==> src/rtl/seg_scan_ctrl.sv <==
// seg_scan_ctrl: takes a 4-bit two's-complement ALU result, converts it to
// sign-magnitude for a two-digit seven-segment display (sign digit plus
// magnitude digit), and time-multiplexes the two digit enables.
//
// Optional feature macro: SEG_OVF_BLINK_EN
//   When defined, the overflow flag of the last accepted result is latched.
//   While the latch is set, both digit enables are blanked during the half of
//   the blink period selected by wrap-counter bit BLINK_SHIFT.
//   When undefined, i_overflow is ignored and the display never blanks.
module seg_scan_ctrl #(
    parameter int SCAN_DIV    = 1000,
    parameter int BLINK_SHIFT = 7
) (
    input  logic       clk,
    input  logic       rst,
    input  logic       i_valid,
    input  logic [3:0] i_result,
    input  logic       i_overflow,
    output logic       o_ready,
    output logic       o_signbit,
    output logic [3:0] o_seg_in,
    output logic [1:0] o_dig_sel,
    output logic [7:0] o_sign_seg
);

    localparam int                SCAN_W    = (SCAN_DIV > 1) ? $clog2(SCAN_DIV) : 1;
    localparam int                WRAP_W    = BLINK_SHIFT + 1;
    localparam logic [SCAN_W-1:0] SCAN_LAST = SCAN_W'(SCAN_DIV - 1);

    // Conversion FSM: IDLE accepts a result, CONV spends one cycle producing
    // sign-magnitude and then returns to IDLE.
    typedef enum logic {
        ST_IDLE = 1'b0,
        ST_CONV = 1'b1
    } state_t;

    state_t            state_q, state_d;
    logic [3:0]        res_q,   res_d;
    logic              sign_q,  sign_d;
    logic [3:0]        mag_q,   mag_d;
    logic [SCAN_W-1:0] scan_q,  scan_d;
    logic [WRAP_W-1:0] wrap_q,  wrap_d;
    logic [1:0]        dig_q,   dig_d;

    logic              accept;
    logic              scan_wrap;
    logic [3:0]        mag_conv;

    // Handshake: a result transfers in a cycle where i_valid and o_ready are
    // both 1; i_valid with o_ready=0 is dropped (nothing is queued), and the
    // producer does not need to hold i_result after the transfer cycle.
    // Reset overrides every register below, so an i_valid during rst is lost.
    assign o_ready = (state_q == ST_IDLE);
    assign accept  = i_valid && o_ready;

    // Two's complement to magnitude; 4'b1000 wraps to 4'b1000, i.e. 8.
    assign mag_conv = res_q[3] ? (~res_q + 4'd1) : res_q;

    // Next-state and datapath loads for the conversion FSM.
    always_comb begin
        state_d = state_q;
        res_d   = res_q;
        sign_d  = sign_q;
        mag_d   = mag_q;
        case (state_q)
            ST_IDLE: begin
                if (accept) begin
                    res_d   = i_result;
                    state_d = ST_CONV;
                end
            end
            ST_CONV: begin
                sign_d  = res_q[3];
                mag_d   = mag_conv;
                state_d = ST_IDLE;
            end
            default: state_d = ST_IDLE;
        endcase
    end

    // Conversion FSM and displayed value registers.
    always_ff @(posedge clk) begin
        if (rst) begin
            state_q <= ST_IDLE;
            res_q   <= 4'd0;
            sign_q  <= 1'b0;
            mag_q   <= 4'd0;
        end else begin
            state_q <= state_d;
            res_q   <= res_d;
            sign_q  <= sign_d;
            mag_q   <= mag_d;
        end
    end

    // Scan timing: slot counter, wrap counter and digit-enable rotation.
    always_comb begin
        scan_wrap = (scan_q == SCAN_LAST);
        scan_d    = scan_wrap ? '0 : scan_q + SCAN_W'(1);
        wrap_d    = scan_wrap ? wrap_q + WRAP_W'(1) : wrap_q;
        dig_d     = scan_wrap ? {dig_q[0], dig_q[1]} : dig_q;
    end

    // Scan timing registers; dig_q only ever holds 01 or 10.
    always_ff @(posedge clk) begin
        if (rst) begin
            scan_q <= '0;
            wrap_q <= '0;
            dig_q  <= 2'b01;
        end else begin
            scan_q <= scan_d;
            wrap_q <= wrap_d;
            dig_q  <= dig_d;
        end
    end

`ifdef SEG_OVF_BLINK_EN
    logic ovf_q, ovf_d;

    // Overflow latch follows the flag of each accepted result.
    always_comb begin
        ovf_d = ovf_q;
        if (accept) begin
            ovf_d = i_overflow;
        end
    end

    // Overflow latch register.
    always_ff @(posedge clk) begin
        if (rst) begin
            ovf_q <= 1'b0;
        end else begin
            ovf_q <= ovf_d;
        end
    end

    assign o_dig_sel = (ovf_q && wrap_q[BLINK_SHIFT]) ? 2'b00 : dig_q;
`else
    logic unused_ovf;
    assign unused_ovf = i_overflow;
    assign o_dig_sel  = dig_q;
`endif

    assign o_signbit  = sign_q;
    assign o_seg_in   = mag_q;
    // Minus sign lights segment g only (active low).
    assign o_sign_seg = sign_q ? 8'b1111_1101 : 8'b1111_1111;

endmodule

==> config.mk <==
export PLATFORM = sky130hd
export DESIGN_NAME = seg_scan_ctrl
export DESIGN_NICKNAME = d
export VERILOG_FILES = /design/src/rtl/seg_scan_ctrl.sv
export SDC_FILE = /design/constraint.sdc
export NUM_CORES = 1
export LEC_CHECK = 0
export BUFFER_PORTS_ARGS = -buffer_cell sky130_fd_sc_hd__buf_2
export CAP_MARGIN = 10
export CORE_UTILIZATION = 51
export CTS_CLUSTER_SIZE = 20
export DETAILED_ROUTE_END_ITERATION = 10
export PLACE_DENSITY = 0.79
export SYNTH_ARGS = -nofsm -noshare
export SYNTH_HDL_FRONTEND = slang
export SYNTH_SLANG_ARGS = --single-unit
==> constraint.sdc <==
create_clock -name clk -period 1.95 [get_ports clk]
set_clock_uncertainty 0.1 [all_clocks]
set_input_delay 0.0975 -clock clk [delete_from_list [all_inputs] [get_ports clk]]
set_output_delay 0.0975 -clock clk [all_outputs]
set_load 0.02 [all_outputs]
# Word level (Yosys, flattened, before mapping)
# Cells that the tools add are included.
classes:
  addsub: 2
  multipliers: 0
  div_mod_pow: 0
  order_cmp: 0
  n_eq_ne: 1
  n_shift: 0
  muxes: 4
  bitwise_logic: 2
  reduce_logical: 3
op_table:
  columns: ["operator", "n"]
  rows:
  - ["adder 10 x 1 -> 10 bit, second input constant", 1]
  - ["equality test 10 bit, second input constant", 1]
  - ["adder 4 x 1 -> 4 bit, second input constant", 1]
  - ["2-to-1 mux 4 bit", 1]
  - ["NOT 4 bit", 1]
  - ["2-to-1 mux 2 bit", 1]
  - ["one-hot mux 1 bit (2 select lines)", 1]
  - ["AND reduction 2 bit", 1]
  - ["OR reduction 2 bit", 1]
  - ["logical AND 1 bit", 1]
  - ["2-to-1 mux 1 bit", 1]
  - ["NOT 1 bit", 1]
totals:
  regBits: 22
  latch_bits: 0
  mem_bits_rw: 0
  mem_bits_ro: 0
  inputBits: 8
  output_inout_bits: 16
  word_cells: 18
  n_memories: 0

# Depth between registers and ports, before layout
logic_depth:
  depth_word: 4
  ltp_mapped: 5
  ltp_nobuf: 5

# Worst setup path after synthesis
# No wires, ideal clock.
synth_path:
  path_kind: "reg2reg"
  start: "register scan_q[0]"
  end: "register scan_q[3]"
  setup_time_ps: 135
  arrival_ps: 1179
  required_ps: 1715
  setup_slack_ps: 536
  stages_incl_launch_ff: 5
  path_buffers: 0
  synth_period_minus_slack_ps: 1414
  path_cell_list: "dfxtp_1 ha_1 nand2_1 o31ai_2 nor2_1"
synth_via:
  elab_chain_len: 2
  elab_cells_between_ends: 3
  cone_classes: "1 x add/sub; 1 x eq/ne; 1 x reduce/logical"
synth_lines:
  columns: ["item", "line", "source"]
  rows:
  - ["from (decl)", "41", "logic [SCAN_W-1:0] scan_q, scan_d;"]
  - ["from (signal assigned)", "111", "scan_q <= scan_d;"]
  - ["parallel branches: the longest is 2 deep, another holds adder 10 x 1 -> 10 bit", null, null]
# Parallel ways; which one is timed is not known.
# A chain may end at the register's enable or synchronous reset.

# Final worst setup path
layout_path:
  start: "register scan_q[0]"
  end: "register scan_q[0]"
# The elaborated chain is that of the path after synthesis.

==> impl_metrics.toml <==
[synthesis]
synthCells = 108
synth_top_area_frac = 0.444
synth_top_cell_by_area = "dfxtp_1"
syn_area_sq_um = 991
synth.area.top_cells = "dfxtp_1 44%, mux2i_1 10%, nor2_1 6.4%"
yosysSeqAreaShare = 0.444
yosysUniqueCellTypes = 30
yosysWarningCount = 0
synth.avg_cell_area_sq_um = 9.18
synth-seq-cells = 22

[global_routing]
grtUsageMet1 = 0.244
met3_usage = 0.0353
grt_pass1_vias = 708
overflow = 0
met2_usage = 0.332
grt_max_degree = 16
antenna_found_initial = 0
gr-usage-all-layers = 0.198
grt_pass1_wl_um = 2940
grt-busiest-layer = "met2"

[layout]
diodes = 0
finalInstanceArea_sq_mm = 0.00113
drive_gt1_frac = 0.181
syn_to_final_growth_pct = 14.1
fin_util = 0.634
final_nets = 138

[hold_path]
min_delay_path_depth = 2
min_to = "scan_q[2]"
worstHoldStart = "rst"
hold_path.class = "in2reg"

[power]
peakVddDrop_v = 0.000596
pwr-share-clk = 0.311
p_leak_nw = 0.446
p_per_area_mw_per_mm2 = 729
power_frac_comb = 0.104
sequentialPowerShare = 0.585
p_int_uw = 615
switching_share = 0.254
p_sw_uw = 210

[clock_tree]
clk_latency_ps = 310
root_buffer = "clkbuf_4"
postCtsSetupBuffers = 0
clk_pin_slew_ps = 130
postCtsHoldBufs = 4
ctsResizeCount = 0
numCtsBuffers = 3
cts_max_level = 1
cts.sinks = 22
cts_tree = "built"
clk_path_buf_depth = 2

[critical_path]
start_kind = "flop"
ff2ff_setup_slack_ps = 280
rr_worst_depth = 4
required_ps = 2040
r2r_start = "scan_q[0]"
path_cells = "ha_1 > nand2_1 > o31ai_2 > nor2_1"
crit_family = "compound AO/OA/AOI/OAI gates"
critPathSlowestCell = "o31ai_2"
r2r-end = "scan_q[0]"
critPathKind = "reg2reg"
endpoint_kind = "flop"
cp_max_fo = 7
arrival_ps = 1760
worst-path-buf-inv = 0
slowest_delay_ps = 570

[detailed_routing]
viasPerCell = 5.01
drt_wl_total_um = 1810
routed-via-count = 762
firstDrtPassIters = 4
wl_per_cell_um = 11.9
postRouteAntennaNets = 0
drc_errors = 0
drt_iter0_markers = 17

[placement]
placed_cell_area_sq_mm = 0.00105
dp_hpwl_um = 1260
portBuffers = 15
place_congestion = 0.719

[floorplan]
die-height_um = 46.1
rows = 15
fp.dieW_um = 46.1
initial_utilization = 0.556
io_pins = 24
dieArea_sq_mm = 0.00212
coreArea_sq_mm = 0.00178

[sta]
fin_crit_sh = 0.855
setup_violations = 0
fmax_ghz = 0.600
min_period_ps = 1670
hold_viol_final = 0
rsz0062_at_grt = "no"
relSlewSlack = 0.595
worstMarginPinSlew_ps = 604
setup-tns-final_ps = 0
maxSlewViolCount = 0

[status]
status = "finished clean"

[flow_run]
drv_cap = 0
worst max path at each step:
stage	cells after the start	to	start
finish	4	scan_q[0]	scan_q[0]
global route	4	scan_q[0]	scan_q[0]
CTS	4	scan_q[3]	scan_q[0]
detailed placement	4	scan_q[3]	scan_q[0]
global placement	4	scan_q[3]	scan_q[0]
floorplan	4	scan_q[3]	scan_q[0]
flip-flops by register name (all words and copies together), names as in the netlist:
register,flops
state_q,1
o_signbit,1
o_seg_in,4
o_dig_sel,2
scan_q,10
res_q,4
power groups by stage:
stage	clock network (mW)	registers [mW]	logic, mW
finish	0.256	0.483	0.0856
global route	0.277	0.485	0.0967
CTS	0.261	0.483	0.0858
detailed placement	0	0.493	0.0791
global placement	0	0.491	0.0764
floorplan	0	0.491	0.0695
layer usage:
layer	wire length (um)	share of wire
met1	824	0.46
met2	911	0.50
met3	60	0.033
met4	12	0.0066
met5	0	0
worst reg2reg max path, cell delays in order (launching register included):
cell and delay, ps:
dfxtp_1 420, ha_1 230, nand2_1 130, o31ai_2 570
nor2_1 100
stage by stage:
step	total power, mW	hold slack (ps)	setup slack, ps	cells
3_3_place_gp	0.567	230	357	144
2_1_floorplan	0.561	70.3	536	114
4_1_cts	0.830	28.6	223	152
3_5_place_dp	0.572	245	257	144
6_report	0.825	24.7	283	152
5_1_grt	0.859	32.1	65.4	152
kinds of logic (layout without fill, tap and decap cells):
kind of cell | Yosys count | in the layout | synth area share
fa+ha+maj | 2 | 2 | 0.0252
other cells | 1 | 7 | 0.00378
compound gates | 13 | 13 | 0.0922
buf+inv | 17 | 30 | 0.0922
flops | 22 | 22 | 0.444
mux | 10 | 10 | 0.101
xor+xnor | 4 | 4 | 0.0354
simple gates | 39 | 39 | 0.206
cell usage in the layout (no fill, tap or decap), types with 2 or more instances in the layout:
cell type       n
nor2b_1         2
or3_1           3
nor4b_1         2
buf_2          15
nor2_1         17
mux2i_1        10
nand2_1         5
a211oi_1        2
dfxtp_1        22
inv_1           7
o21ai_0         3
xnor2_1         3
dlygate4sd3_1   4
ha_1            2
nand3_1         4
a21oi_1         3
clkbuf_4        3
conb_1          7
cell usage after synthesis:
cell type,count
xor2_1,1
nand2_1,5
o31ai_1,1
nand4_1,1
nand3_1,4
a31o_1,1
xnor2_1,3
nor2b_1,2
nor4b_1,2
mux2i_1,10
o31ai_2,1
inv_1,7
or4_4,1
a211o_1,1
ha_1,2
clkbuf_1,2
or3_1,3
o21ai_0,3
buf_2,1
nand4bb_1,1
nor3_1,1
conb_1,1
and2_1,1
nor2_1,17
nand4_2,1
a21oi_2,1
dfxtp_1,22
buf_4,7
a211oi_1,2
a21oi_1,3
layout make-up:
class	count	area [sq um]
clock buffers	4	36.3
well taps	25	31.3
repair buffers	19	115
flip-flops and latches	22	440
inverters	7	26.3
fillers	156	652
multi-input cells	75	482
Power figures use the tool's default switching activity.
